<file path="config.mk">
export PLATFORM = sky130hd
export DESIGN_NAME = cmac_sequencer_flat
export DESIGN_NICKNAME = d
export VERILOG_FILES = /design/src/rtl/cmac_pkg.sv /design/src/rtl/cmac_sequencer_if.sv /design/src/rtl/cmac_sequencer.sv /design/src/flat_wrapper.sv
export SDC_FILE = /design/constraint.sdc
export NUM_CORES = 1
export LEC_CHECK = 0
export BUFFER_PORTS_ARGS = -buffer_cell sky130_fd_sc_hd__buf_2
export CORE_UTILIZATION = 25
export CTS_CLUSTER_SIZE = 30
export DETAILED_ROUTE_END_ITERATION = 16
export GPL_ROUTABILITY_DRIVEN = 0
export PLACE_DENSITY = 0.53
export SYNTH_ARGS = -nofsm -noshare
export SYNTH_HDL_FRONTEND = slang
export SYNTH_SLANG_ARGS = --single-unit
</file>
<file path="constraint.sdc">
create_clock -name clk -period 16.3 [get_ports clk]
set_clock_uncertainty 0.15 [all_clocks]
set_input_delay 0.815 -clock clk [delete_from_list [all_inputs] [get_ports clk]]
set_output_delay 0.815 -clock clk [all_outputs]
set_load 0.05 [all_outputs]
</file>
<file path="src/rtl/cmac_pkg.sv">
// cmac_pkg: shared types and helpers for the AES-CMAC sequencer.
//   BLK_W   - AES / CMAC block width in bits
//   CMAC_RB - reduction constant for GF(2^128) doubling
//   state_e - sequencer FSM states
//   dbl()   - GF(2^128) doubling used to derive K1 and K2 from L
package cmac_pkg;

    localparam int BLK_W = 128;
    localparam logic [BLK_W-1:0] CMAC_RB = 128'h87;

    typedef enum logic [2:0] {
        ST_IDLE     = 3'd0,
        ST_SK_ISSUE = 3'd1,
        ST_SK_WAIT  = 3'd2,
        ST_FETCH    = 3'd3,
        ST_ISSUE    = 3'd4,
        ST_WAIT     = 3'd5,
        ST_DONE     = 3'd6
    } state_e;

    // Multiply by x in GF(2^128): shift left, fold the carried-out bit back with Rb.
    function automatic logic [BLK_W-1:0] dbl(input logic [BLK_W-1:0] v);
        logic [BLK_W-1:0] r;
        if (v[BLK_W-1]) begin
            r = {v[BLK_W-2:0], 1'b0} ^ CMAC_RB;
        end else begin
            r = {v[BLK_W-2:0], 1'b0};
        end
        return r;
    endfunction

endpackage

</file>
<file path="src/rtl/cmac_sequencer_if.sv">
// cmac_sequencer_if: bundles the sequencer's request, BRAM, AES-core and
// result signals.
//   master - the sequencer side (drives ram_*, aes_pt*, busy/done/err/tag)
//   slave  - the environment side (drives start/parameters, ram_rd_data, aes_ct)
interface cmac_sequencer_if
    import cmac_pkg::*;
#(
    parameter int ADDR_W = 9
);
    logic              start;
    logic [ADDR_W-1:0] base_addr;
    logic [ADDR_W-1:0] num_blocks;
    logic              last_complete;
    logic [ADDR_W-1:0] ram_addr;
    logic              ram_en;
    logic [BLK_W-1:0]  ram_rd_data;
    logic [BLK_W-1:0]  aes_pt;
    logic              aes_pt_valid;
    logic [BLK_W-1:0]  aes_ct;
    logic              busy;
    logic              done;
    logic              err;
    logic [BLK_W-1:0]  tag;

    modport master (
        input  start, base_addr, num_blocks, last_complete, ram_rd_data, aes_ct,
        output ram_addr, ram_en, aes_pt, aes_pt_valid, busy, done, err, tag
    );

    modport slave (
        output start, base_addr, num_blocks, last_complete, ram_rd_data, aes_ct,
        input  ram_addr, ram_en, aes_pt, aes_pt_valid, busy, done, err, tag
    );

endinterface

</file>
<file path="src/rtl/cmac_sequencer.sv">
// cmac_sequencer: control FSM that time-shares one fixed-latency AES core
// between subkey generation (L = AES(0), K1 = dbl(L), K2 = dbl(K1)) and the
// CBC-MAC chain over N message blocks read from BRAM. The subkey selected by
// last_complete is folded into the final block; the resulting tag is
// published with a one-cycle done pulse.
// Ports:
//   clk, reset - clock, asynchronous active-high reset
//   bus        - cmac_sequencer_if.master (request, BRAM, AES core, result)
module cmac_sequencer
    import cmac_pkg::*;
#(
    parameter int ADDR_W  = 9,
    parameter int AES_LAT = 14,
    parameter int RAM_LAT = 1
) (
    input  logic             clk,
    input  logic             reset,
    cmac_sequencer_if.master bus
);

    localparam int MAX_LAT = (AES_LAT > RAM_LAT) ? AES_LAT : RAM_LAT;
    localparam int CNT_W   = $clog2(MAX_LAT + 1);
    localparam logic [CNT_W-1:0] AES_LAST = CNT_W'(AES_LAT - 1);
    localparam logic [CNT_W-1:0] RAM_LAST = CNT_W'(RAM_LAT - 1);

    state_e            state_r, state_nxt;
    logic [CNT_W-1:0]  cnt_r;
    logic [ADDR_W-1:0] base_r, n_r, i_r, ram_addr_r;
    logic              lc_r, ram_en_r, done_r, err_r;
    logic [BLK_W-1:0]  x_r, k1_r, k2_r, tag_r;
    logic [BLK_W-1:0]  pt_mask, aes_pt_c;
    logic              aes_pt_valid_c;
    logic              is_last;

    assign is_last = (i_r == (n_r - ADDR_W'(1)));

    // FSM state register.
    always_ff @(posedge clk or posedge reset) begin
        if (reset) begin
            state_r <= ST_IDLE;
        end else begin
            state_r <= state_nxt;
        end
    end

    // Next-state logic; each wait state runs until its latency counter reaches the last cycle.
    always_comb begin
        state_nxt = state_r;
        case (state_r)
            ST_IDLE: begin
                if (bus.start && (bus.num_blocks != '0)) state_nxt = ST_SK_ISSUE;
                else                                     state_nxt = ST_IDLE;
            end
            ST_SK_ISSUE: state_nxt = ST_SK_WAIT;
            ST_SK_WAIT: begin
                if (cnt_r == AES_LAST) state_nxt = ST_FETCH;
                else                   state_nxt = ST_SK_WAIT;
            end
            ST_FETCH: begin
                if (cnt_r == RAM_LAST) state_nxt = ST_ISSUE;
                else                   state_nxt = ST_FETCH;
            end
            ST_ISSUE: state_nxt = ST_WAIT;
            ST_WAIT: begin
                if (cnt_r != AES_LAST) state_nxt = ST_WAIT;
                else if (is_last)      state_nxt = ST_DONE;
                else                   state_nxt = ST_FETCH;
            end
            ST_DONE: state_nxt = ST_IDLE;
            default: state_nxt = ST_IDLE;
        endcase
    end

    // AES plaintext: zero for the subkey issue, chain ^ block ^ subkey-mask for block issues.
    always_comb begin
        pt_mask        = '0;
        aes_pt_c       = '0;
        aes_pt_valid_c = 1'b0;
        if (is_last) begin
            pt_mask = lc_r ? k1_r : k2_r;
        end else begin
            pt_mask = '0;
        end
        case (state_r)
            ST_SK_ISSUE: aes_pt_valid_c = 1'b1;
            ST_ISSUE: begin
                aes_pt_c       = x_r ^ bus.ram_rd_data ^ pt_mask;
                aes_pt_valid_c = 1'b1;
            end
            default: begin
                aes_pt_c       = '0;
                aes_pt_valid_c = 1'b0;
            end
        endcase
    end

    // Datapath: latency counter, latched request, subkeys, chain, BRAM address and result.
    always_ff @(posedge clk or posedge reset) begin
        if (reset) begin
            cnt_r      <= '0;
            base_r     <= '0;
            n_r        <= '0;
            lc_r       <= 1'b0;
            i_r        <= '0;
            x_r        <= '0;
            k1_r       <= '0;
            k2_r       <= '0;
            tag_r      <= '0;
            ram_addr_r <= '0;
            ram_en_r   <= 1'b0;
            done_r     <= 1'b0;
            err_r      <= 1'b0;
        end else begin
            done_r <= 1'b0;
            err_r  <= 1'b0;
            // The counter restarts on every state change, so it measures cycles spent in the current state.
            cnt_r  <= (state_nxt == state_r) ? (cnt_r + CNT_W'(1)) : '0;
            case (state_r)
                ST_IDLE: begin
                    if (bus.start && (bus.num_blocks == '0)) begin
                        err_r <= 1'b1;
                    end else if (bus.start) begin
                        base_r <= bus.base_addr;
                        n_r    <= bus.num_blocks;
                        lc_r   <= bus.last_complete;
                        x_r    <= '0;
                        i_r    <= '0;
                    end
                end
                ST_SK_WAIT: begin
                    if (cnt_r == AES_LAST) begin
                        k1_r       <= dbl(bus.aes_ct);
                        k2_r       <= dbl(dbl(bus.aes_ct));
                        ram_addr_r <= base_r;
                        ram_en_r   <= 1'b1;
                    end
                end
                ST_FETCH: begin
                    if (cnt_r == RAM_LAST) ram_en_r <= 1'b0;
                end
                ST_WAIT: begin
                    if (cnt_r == AES_LAST) begin
                        x_r <= bus.aes_ct;
                        if (is_last) begin
                            // Tag and done land together, i.e. in the DONE cycle.
                            tag_r  <= bus.aes_ct;
                            done_r <= 1'b1;
                        end else begin
                            i_r        <= i_r + ADDR_W'(1);
                            ram_addr_r <= base_r + i_r + ADDR_W'(1);
                            ram_en_r   <= 1'b1;
                        end
                    end
                end
                default: begin
                end
            endcase
        end
    end

    assign bus.ram_addr     = ram_addr_r;
    assign bus.ram_en       = ram_en_r;
    assign bus.aes_pt       = aes_pt_c;
    assign bus.aes_pt_valid = aes_pt_valid_c;
    assign bus.busy         = (state_r != ST_IDLE);
    assign bus.done         = done_r;
    assign bus.err          = err_r;
    assign bus.tag          = tag_r;

endmodule

</file>
<file path="src/flat_wrapper.sv">
// flat-port wrapper written by rule: the top's interface ports become plain ports
module cmac_sequencer_flat import cmac_pkg::*;
#(
    parameter int ADDR_W  = 9,
    parameter int AES_LAT = 14,
    parameter int RAM_LAT = 1
)
  (clk, reset, bus_start, bus_base_addr, bus_num_blocks, bus_last_complete, bus_ram_rd_data, bus_aes_ct, bus_ram_addr, bus_ram_en, bus_aes_pt, bus_aes_pt_valid, bus_busy, bus_done, bus_err, bus_tag);
  cmac_sequencer_if #(.ADDR_W(ADDR_W)) bus_i ();
  input  logic clk;
  input  logic reset;
  input wire logic [$bits(bus_i.start)-1:0] bus_start;
  input wire logic [$bits(bus_i.base_addr)-1:0] bus_base_addr;
  input wire logic [$bits(bus_i.num_blocks)-1:0] bus_num_blocks;
  input wire logic [$bits(bus_i.last_complete)-1:0] bus_last_complete;
  input wire logic [$bits(bus_i.ram_rd_data)-1:0] bus_ram_rd_data;
  input wire logic [$bits(bus_i.aes_ct)-1:0] bus_aes_ct;
  output wire logic [$bits(bus_i.ram_addr)-1:0] bus_ram_addr;
  output wire logic [$bits(bus_i.ram_en)-1:0] bus_ram_en;
  output wire logic [$bits(bus_i.aes_pt)-1:0] bus_aes_pt;
  output wire logic [$bits(bus_i.aes_pt_valid)-1:0] bus_aes_pt_valid;
  output wire logic [$bits(bus_i.busy)-1:0] bus_busy;
  output wire logic [$bits(bus_i.done)-1:0] bus_done;
  output wire logic [$bits(bus_i.err)-1:0] bus_err;
  output wire logic [$bits(bus_i.tag)-1:0] bus_tag;
  assign bus_i.start = bus_start;
  assign bus_i.base_addr = bus_base_addr;
  assign bus_i.num_blocks = bus_num_blocks;
  assign bus_i.last_complete = bus_last_complete;
  assign bus_i.ram_rd_data = bus_ram_rd_data;
  assign bus_i.aes_ct = bus_aes_ct;
  assign bus_ram_addr = bus_i.ram_addr;
  assign bus_ram_en = bus_i.ram_en;
  assign bus_aes_pt = bus_i.aes_pt;
  assign bus_aes_pt_valid = bus_i.aes_pt_valid;
  assign bus_busy = bus_i.busy;
  assign bus_done = bus_i.done;
  assign bus_err = bus_i.err;
  assign bus_tag = bus_i.tag;
  cmac_sequencer #(.ADDR_W(ADDR_W), .AES_LAT(AES_LAT), .RAM_LAT(RAM_LAT)) u_core (.clk(clk), .reset(reset), .bus(bus_i));
endmodule
</file>
# After elaboration in Yosys (flattened, before gate mapping)
# Index checks and enable logic that the tools add are counted.
# Widths: inputs -> output; s select.
# totals
ff_bits	559
input_bits	278
output_inout_bits	270
wordCells	95
# op_classes
addsub	5
eq_ne	15
muxes	38
n_bitwise	5
n_reduce_logical	18
# op_table
op	n
$mux 128	8
$pmux 128 s2	1
$xor 128x128->128	2
$mux 9	7
$pmux 9 s2	2
$add 9x1->9 const B	2
$pmux 3 s6	1
$mux 8	2
$mux 1	12
$reduce_and 5->1	2
$add 9x9->9	1
$eq 9x9->1	1
$logic_not 9->1	1
$mux 3	3
$reduce_bool 9->1	1
$sub 9x1->9 const B	1
$not 4->4	2
$reduce_and 4->1	2
$eq 3x2->1 const B	2
$eq 3x3->1 const B	2
$ne 2x1->1 const B	3
$ne 2x2->1 const B	3
$reduce_and 3->1	2
$reduce_bool 3->1	2
other kinds (14)	16

# Logic depth before layout (Yosys ltp)
# Gate-level depths: netlist of run 1.
# logic_depth
word_depth	7
mapped_depth	12
ltp_nobuf	11

# Worst setup path after synthesis of run 1
# Ideal clock, no wire load.
# synth_path
path_type	register -> output
startpoint	register u_core.n_r[2]
endpoint	output port bus_aes_pt[100]
t_arrival_ps	3157
t_required_ps	15335
slack_ps	12178
stages_incl_launch_ff	12
path_buffers	4
path_cell_list	dfrtp_1 buf_2 nor3_2 nand3_1 xnor2_1 nor4_4 nand2_2 buf_6 buf_6 buf_6 or3_1 a21oi_1
# synth_between
elab_chain_len	5
# synth_lines
item	line_no	source
start: declaration	cmac_sequencer.sv:28	logic [ADDR_W-1:0] base_r, n_r, i_r, ram_addr_r;
start signal: assignment	cmac_sequencer.sv:124	n_r <= bus.num_blocks;
$sub 9x1->9	cmac_sequencer.sv:35	assign is_last = (i_r == (n_r - ADDR_W'(1)));
$eq 9x9->1	cmac_sequencer.sv:35	
$mux 128	cmac_sequencer.sv:79	if (is_last) begin
$xor 128x128->128	cmac_sequencer.sv:87	aes_pt_c = x_r ^ bus.ram_rd_data ^ pt_mask;
$mux 128	cmac_sequencer.sv:84	case (state_r)
end: declaration	flat_wrapper.sv:20	output wire logic [$bits(bus_i.aes_pt)-1:0] bus_aes_pt;
# No other way between the ends.

# Worst setup path after layout of run 1
# layout_path
startpoint	register u_core.n_r[0]
endpoint	output port bus_aes_pt[69]
# The elaborated chain is that of the path after synthesis.

==> run summary, run 1 <==
The synthesized instance count was 1994; the area taken by flip-flops and latches was 10860 um^2. The routed layout has 17170 vias. In this run, synthesis produced a sequential element count of 434. The total of cells resized after clock tree synthesis was 0. The count of placed standard cells in the final layout, fillers left out is 3684, and the width of the die is 298.1 um.

Via count of the first global-routing pass: 17295. The flow ran to the end, and the final reports show no timing, DRC or antenna violations. The worst setup path is launched from a register.

The number of clock sinks is 434, and the total power divided by cell area is 150.2 nW/um^2. The cell at the root of the clock tree is sky130_fd_sc_hd__clkbuf_16. The total number of placement rows is 108, and the switching portion of total power is 38.61%.

In the layout the commonest cells are 547 x sky130_fd_sc_hd__buf_2, 433 x sky130_fd_sc_hd__dfrtp_1, 194 x sky130_fd_sc_hd__nand2_1. Setup repair after global routing left no endpoint under its margin. The layout net count was 2773; the TritonCTS buffer count was 53. The critical-path maximum fanout came out at 143. The synthesized design spends more area on one cell type than any other, namely sky130_fd_sc_hd__dfrtp_1. The final max-slew violation count was 0.

Global routing consumed, over all layers together, 15.35% of the routing resources. The tools report the maximum count of clock buffers along a single path as 3. The transition time at the pin with the least slew margin was 0.9822 ns. Summed over its instances, the top area cell type makes up 49.54% of the synthesized netlist area. Of the total power, registers draw 37.2%.

The placed instances occupy a cell area of 25690 um^2. The die is 298.1 um tall. Family with the most delay on the worst path: simple AND/OR/NAND/NOR gates. The tools report the setup-violating endpoint count in the final report as 0.

The total count of hold-check failures in the final report was 0; the full die area was 88880 um^2. After detailed routing, the total wire length is 69750 um. For the worst-skew pair, the clock arrives at the later sink with an insertion delay of 0.58 ns.

Combinational logic is responsible for 33.9% of the overall power. Prior to clock tree synthesis, the placed netlist has a worst setup slack of 11.51 ns. The post-route antenna net violation count came out at 0. Once detailed placement completed, the half-perimeter wirelength came to 49300 um.

Proportion of synthesized chip area in sequential cells: 49.54%. The pre-antenna-repair detailed-routing pass consisted of 5 iterations. The dominant synthesized flop cell was sky130_fd_sc_hd__dfrtp_1.

In the final layout, the share of cells above drive strength 1 is 31.51%. The net switching power was 1.591 mW. The tightest min-delay check is of the primary input to async pin type. STA puts the critical path data arrival time at 4.49 ns. Once routing completed, OpenROAD measured the worst setup slack at 10.84 ns. After global routing the overflow that remains totals 0. Via density per instance: 4.661. The critical path goes through inv_1 -> ha_1 -> nand2_1 -> o31ai_1 -> o31ai_1 -> nor4_4 -> nand2_8 -> buf_4 -> or3_1 -> a21oi_1 -> buf_2. The tools report the setup fix buffers added after clock tree synthesis as 0. The maximum level of the CTS H-tree is 2, and the maximum frequency from static timing analysis is 183.2 MHz. For this design the top-level I/O count stands at 548. Clock-pin slew was measured on the worst setup and hold paths at 0.06 ns. The number of nets produced by synthesis was 2286; the leakage component of the power was 13.38 nW. The logs give 0 for the total of max-cap violations and 9084 for the count of fill cells added during filler insertion. In this run, synthesis inferred 0 flip-flops with an integrated enable. The library cell used most frequently in the layout, excluding fill and tap cells, is sky130_fd_sc_hd__buf_2. The DRC violations left is 0. The standard cell core area was 86750 um^2; the clock network power share was 28.9%. Number of buffers and inverters on the critical path: 3.

The worst-case IR drop observed on VDD is 0.08078 mV. The number of distinct library cells after synthesis is 59, and the final non-filler cell area is 27450 um^2. The placed cell count was 3581. Share of async-settable or async-resettable flops after synthesis: 100.0%. Internal power comes to 2.530 mW. For this run, the slowest stage of the critical path takes 0.62 ns. Area added between synthesis and finish: 25.20%.

The tools report the count of routing violations after the opening detailed-route iteration as 813. The detailed-route wire length per cell is 18.93 um. Entering global routing, the biggest net connects 155 pins.

Most prevalent standard cell on the critical path: sky130_fd_sc_hd__o31ai_1. For the wire length of the first global-routing pass, the log shows 106800 um. Worst slew slack as a fraction of its limit: 34.52%. Sorting the synthesized cells by area gives the leading types as sky130_fd_sc_hd__dfrtp_1 50%, sky130_fd_sc_hd__mux2_2 6.9%, sky130_fd_sc_hd__mux2_1 6.5%, sky130_fd_sc_hd__mux2i_1 5.9%, sky130_fd_sc_hd__xor2_1 5.6%.

Subtracting the final worst setup slack from the clock period gives 5.459 ns. TritonCTS built the clock tree. For the Yosys warning count, the log shows 0. The tools report the area of the multi-input gates as 10430 um^2.

The tools report the initial antenna violation count as 12. The largest individual stage delay along the critical path comes from the cell sky130_fd_sc_hd__buf_4. The required time at the endpoint of the critical path is 15.34 ns.

For the number of buffers inserted for hold repair after clock tree synthesis, the log shows 0. The worst setup path is captured at an output pin. Dividing the synthesized area by the synthesized cell count gives 10.99 um^2. For the final hold slack, the log shows 0.1631 ns.

The startpoint-to-endpoint class of the critical path was register to output pin. After synthesis the cells add up to 21920 um^2. Once the floorplan was initialized, standard cells occupied 25.27% of the core.

The accumulated negative setup slack was 0 ns; the number of buffers inserted by port buffering was 547. Of the available clock period, the critical path in the final layout requires 33.49%.
[routing by layer]
metal	up-vias	global-route usage (%)	routed length (um)
met2	439	25.69	33890
met1	8516	19.58	30070
li1	8090	-	-
met3	119	2.917	3605
met5	-	0	41
met4	6	5.568	2145
[through the flow]
stage	power [mW]	utilization [%]
finish	4.122	31.64
global route	4.383	31.64
CTS	4.178	31.61
detailed placement	2.957	29.62
global placement	2.945	29.62
floorplan	2.550	-
[area by class of cell]
class,instances,share of cell area [%]
Multi-Input combinational cell,1411,37.98
Timing Repair Buffer,565,10.51
Clock inverter,15,0.7613
Tap cell,1155,5.265
Inverter,16,0.2644
Antenna cell,9,0.08205
Sequential cell,434,39.58
Clock buffer,79,5.552
[path summary, 6_finish.rpt]
check | start | endpoint | slack [ns] | cells past startpoint
worst max-delay path | u_core.n_r[0] | bus_aes_pt[69] | 10.84 | 11
worst min-delay path | reset | u_core.bus.tag[93] | 0.16 | 2
worst max register to register | u_core.n_r[0] | u_core.bus.tag[84] | 12.09 | 11
worst min register to register | u_core.bus.tag[26] | u_core.bus.tag[26] | 0.33 | 1
max in group asynchronous | reset | u_core.lc_r | 13.52 | 4
min in group clk | bus_base_addr[7] | u_core.base_r[7] | 0.27 | 3
[worst reg2reg max path: cells and delay by family (launching register included)]
kind            cells  cell delay, ns
compound gates      2            0.34
fa+ha+maj           1            0.27
buf+inv             3            1.43
flops               1            0.41
mux                 1            0.46
simple gates        4            1.04
[flip-flops by register name (all words and copies together) (netlist names), 3 cells and up]
register	count
u_core.k2_r	127
u_core.x_r	128
u_core.n_r	9
u_core.i_r	9
u_core.k1_r	4
u_core.cnt_r	4
u_core.bus.ram_addr	9
u_core.state_r	3
u_core.bus.tag	128
u_core.base_r	9
[synthesized netlist by cell type, types with 10 or more instances]
cell / instances
sky130_fd_sc_hd__mux2i_1: 130
sky130_fd_sc_hd__nand2_1: 196
sky130_fd_sc_hd__o21ai_0: 154
sky130_fd_sc_hd__mux2_2: 134
sky130_fd_sc_hd__dfrtp_1: 434
sky130_fd_sc_hd__nand3_1: 10
sky130_fd_sc_hd__or3_1: 130
sky130_fd_sc_hd__ha_1: 13
sky130_fd_sc_hd__xor2_1: 141
sky130_fd_sc_hd__xnor2_1: 16
sky130_fd_sc_hd__inv_1: 15
sky130_fd_sc_hd__mux2_1: 127
sky130_fd_sc_hd__buf_6: 12
sky130_fd_sc_hd__nor2_1: 19
sky130_fd_sc_hd__a22o_1: 68
sky130_fd_sc_hd__clkbuf_1: 100
sky130_fd_sc_hd__a21oi_1: 190
[power groups by stage]
stage | Combinational (mW) | Sequential, mW | Clock [mW]
2_1_floorplan | 1.08 | 1.47 | 0
3_3_place_gp | 1.40 | 1.55 | 0
3_5_place_dp | 1.41 | 1.55 | 0
4_1_cts | 1.41 | 1.53 | 1.23
5_1_grt | 1.55 | 1.56 | 1.27
6_report | 1.40 | 1.53 | 1.19
[logic make-up (layout without fill, tap and decap cells)]
family,after synthesis,in the layout,synth area share (%)
compound gates,448,448,11.78
flops,434,434,49.54
simple gates,401,401,9.064
mux,391,391,19.34
xor+xnor,157,157,6.272
buf+inv,149,675,3.168
fa+ha+maj,14,14,0.8333
other cells,0,9,0
(Power assumes the default switching activity.)
==> run 2, diff against run 1 <==
--- a/config.mk
+++ b/config.mk
@@ -5,12 +5,13 @@
 export SDC_FILE = /design/constraint.sdc
 export NUM_CORES = 1
 export LEC_CHECK = 0
+export ABC_AREA = 1
 export BUFFER_PORTS_ARGS = -buffer_cell sky130_fd_sc_hd__buf_2
 export CORE_UTILIZATION = 25
 export CTS_CLUSTER_SIZE = 30
 export DETAILED_ROUTE_END_ITERATION = 16
 export GPL_ROUTABILITY_DRIVEN = 0
-export PLACE_DENSITY = 0.53
+export PLACE_DENSITY = 0.54
 export SYNTH_ARGS = -nofsm -noshare
 export SYNTH_HDL_FRONTEND = slang
 export SYNTH_SLANG_ARGS = --single-unit
==> constraint.sdc (replaced) <==
create_clock -name clk -period 4.9 [get_ports clk]
set_clock_uncertainty 0.15 [all_clocks]
set_input_delay 0.245 -clock clk [delete_from_list [all_inputs] [get_ports clk]]
set_output_delay 0.245 -clock clk [all_outputs]
set_load 0.05 [all_outputs]
==> run summary, run 2 <==
Leaving out fill and tap cells, the most frequent cells in the layout are 601 x sky130_fd_sc_hd__nand2_1, 547 x sky130_fd_sc_hd__buf_2, 433 x sky130_fd_sc_hd__dfrtp_1. The tools report the final max-slew violation count as 0 (unchanged). The run finished with clean final reports. The critical path starts at u_core.n_r[0].

The setup-violating endpoint count in the final report is 0 (unchanged), and the maximum level of the CTS H-tree is 2 (unchanged). The final setup slack of the worst path was 0.7417 ns (-10.10 ns); the share of Yosys cell area claimed by the top area cell type was 47.70% (-1.8 points). The worst slack after detailed placement is 1.202 ns (-10.31 ns), and the total power divided by cell area is 291.9 nW/um^2 (+94%).

The proportion of synthesized chip area in sequential cells was 47.70% (-1.8 points). TritonCTS built the clock tree. The logs give 3107 (+36%) for the number of nets produced by synthesis and 0 (unchanged) for the total congestion overflow. The worst setup path is captured at an output pin. The detailed-route wire length per cell was 17.34 um (-8.4%). For the worst path arrival time, the log shows 3.76 ns (-0.73 ns). The per-instance average area after synthesis works out to 8.088 um^2 (-26%). The commonest non-fill, non-tap cell in the layout was sky130_fd_sc_hd__nand2_1. Setup repair after global routing left no endpoint under its margin. The logs give 10130 um^2 (-2.8%) for the area of the multi-input gates and 90150 um^2 (+3.9%) for the standard cell core area.

The maximum frequency from static timing analysis is 240.5 MHz, and the initial antenna violation count is 9 (-3). The via density per instance was 4.445 (-4.6%). The count of routing violations after the opening detailed-route iteration came out at 1055 (+30%). The tools report the synthesized instance count as 2815 (+41%). CTS clock-pin slew for the worst setup and hold paths: 0.06 ns (about the same). The via count of the first global-routing pass is 20467 (+18%), and the total of cells resized after clock tree synthesis is 0 (unchanged). The critical-path maximum fanout works out to 110 (-23%). The tools report the initial standard-cell utilization of the core as 25.26% (about the same). The cell sitting at the root of the clock tree is a sky130_fd_sc_hd__clkbuf_16. The post-route minimum period was 4.158 ns. The DRC violations left is 0 (unchanged).

The height of the die was 303.8 um (+1.9%). Total count of hold-check failures in the final report: 0 (unchanged). The type of the worst min-delay path is primary input to register. Number of clock sinks: 434 (unchanged). The via count is 20744 (+21%). The transition time at the pin with the least slew margin is 0.9510 ns (-0.03125 ns). The most common cell in the synthesized netlist is sky130_fd_sc_hd__nand2_1. The post-synthesis register bit count was 434 (unchanged); the layout cell share with drive strength beyond 1 was 21.38% (-10 points). The count of fill cells added during filler insertion was 9549 (+5.1%). The run gives 80940 um (+16%) as the wire length after detailed routing. The layout net count was 3733 (+35%). The run gives 13.85 nW (+3.5%) as the leakage component of the power. The worst setup path is of the register to output pin kind. The total of max-cap violations was 0 (unchanged).

The later-pin clock latency in the skew report is 0.60 ns (+0.02 ns). The half-perimeter wire length of the detailed placement result is 56290 um (+14%), and the number of buffers inserted for hold repair after clock tree synthesis is 162 (+162). The number of distinct library cells after synthesis is 43 (-27%), and the TritonCTS buffer count is 53 (unchanged). The number of enable flip-flop cells after synthesis works out to 0 (unchanged). The maximum count of clock buffers along a single path is 3 (unchanged), and the final hold slack is 0.06189 ns (-0.1013 ns).

By area the synthesized netlist is led by sky130_fd_sc_hd__dfrtp_1 48%, sky130_fd_sc_hd__nand2_1 9.9%, sky130_fd_sc_hd__o21ai_0 6.4%, sky130_fd_sc_hd__nor2_1 5.5%, sky130_fd_sc_hd__xnor2_1 5.2%. The reg-to-reg critical path startpoint is u_core.n_r[0]. Count of placed standard cells in the final layout, fillers left out: 4667 (+27%). Worst min-delay path startpoint: bus_start. After synthesis, the most frequently instantiated cells are 601 x sky130_fd_sc_hd__nand2_1, 434 x sky130_fd_sc_hd__dfrtp_1, 336 x sky130_fd_sc_hd__nor2_1, 293 x sky130_fd_sc_hd__o21ai_0, 239 x sky130_fd_sc_hd__inv_1. The iteration count of the initial detailed-routing pass was 5 (unchanged). The Yosys warning count was 0 (unchanged). The number of placed I/O pins came out at 548 (unchanged). The share of async-settable or async-resettable flops after synthesis is 100.0% (unchanged), and the width of the die is 303.8 um (+1.9%). After layout, the worst path uses 84.86% of the clock period.

The power consumption is 8.750 mW (+110%), and the setup fix buffers added after clock tree synthesis is 0 (unchanged). The area taken by flip-flops and latches is 10860 um^2 (unchanged), and the wire length of the first global-routing pass is 124400 um (+16%). Worst slew slack as a fraction of its limit: 36.60% (+2.1 points). The total number of placement rows came out at 110 (+1.9%). The tools report the aggregate global-route resource usage as 17.24% (+1.9 points). Among all flip-flop cells after synthesis, the most frequent one is sky130_fd_sc_hd__dfrtp_1. The logs give 4400 (+23%) for the placed cell count and 0 (unchanged) for the post-route antenna net violation count. The setup slack on the worst flop-to-flop path was 1.27 ns (-10.82 ns).

The cell type with the highest aggregate area in the netlist is sky130_fd_sc_hd__dfrtp_1. The number of buffers inserted by port buffering is 547 (unchanged). From synthesis to final layout, the design area changed by 31.64%.

The full die area is 92280 um^2 (+3.8%). The area of the mapped netlist was 22770 um^2 (+3.9%); the peak supply drop was 0.2235 mV (+180%). Sort of element at the start of the critical path: a register. The pin count of the biggest net entering global routing was 153 (-1.3%). The required time at the endpoint of the critical path came out at 4.51 ns (-10.83 ns).
## run 2: kinds of logic (layout without fill, tap and decap cells)
family	after synthesis	in the layout	share of synthesized area, %
flops	434	434	47.70
other cells	0	7	0
mux	5	5	0.2198
simple gates	993	993	16.94
compound gates	805	805	20.66
xor+xnor	150	150	5.770
buf+inv	414	1083	7.908
fa+ha+maj	14	14	0.8024
## run 2: metrics by stage
stage	instance area [um^2]	setup TNS, ns	utilization [%]
2_1_floorplan	22770	-588.65	-
3_3_place_gp	26480	0	29.37
3_5_place_dp	26480	0	29.37
4_1_cts	29960	0	33.23
5_1_grt	29970	0	33.24
6_report	29970	0	33.25
## run 2: metal layers
metal	GRT usage, %	part of all wire (%)	up-vias
met3	3.607	5.2	123
met4	5.584	2.8	6
met1	22.38	45	9728
met5	0	0.051	-
met2	28.52	47	501
li1	-	-	10386
## run 2: power breakdown
group / total [mW] / internal [mW] / switching [mW] / leakage [nW]
registers: 3.78 / 3.70 / 0.0756 / 4.77
logic: 0.780 / 0.357 / 0.423 / 8.17
clock network: 4.19 / 2.54 / 1.65 / 0.918
## run 2: path summary, 6_finish.rpt
kind / to / cells past startpoint
worst min register to register: u_core.bus.ram_en / 2
max in group asynchronous: u_core.x_r[88] / 5
worst min-delay path: u_core.n_r[1] / 4
worst max-delay path: bus_aes_pt[16] / 13
min in group asynchronous: u_core.lc_r / 4
worst max register to register: u_core.bus.tag[25] / 14
## run 2: area by class of cell
cell class / instances / share of cell area, %
diodes: 7 / 0.05844
clock buffers: 74 / 5.231
inverters: 247 / 3.131
flip-flops and latches: 434 / 36.25
clock inverters: 24 / 0.9643
well taps: 1176 / 4.909
multi-input cells: 1967 / 33.81
repair buffers: 738 / 15.65
## run 2: worst max-delay path, cell delays in order (launching register included)
cell and delay (ns):
sky130_fd_sc_hd__dfrtp_1 0.37, sky130_fd_sc_hd__inv_1 0.12, sky130_fd_sc_hd__ha_1 0.22, sky130_fd_sc_hd__nand2_1 0.09, sky130_fd_sc_hd__nor2_1 0.13, sky130_fd_sc_hd__nand2_1 0.07
sky130_fd_sc_hd__nand2_1 0.06, sky130_fd_sc_hd__nand3_1 0.07, sky130_fd_sc_hd__nor2_1 0.20, sky130_fd_sc_hd__and2_4 0.55, sky130_fd_sc_hd__buf_12 0.37, sky130_fd_sc_hd__a21boi_0 0.20
sky130_fd_sc_hd__nor2_1 0.22, sky130_fd_sc_hd__buf_2 0.30
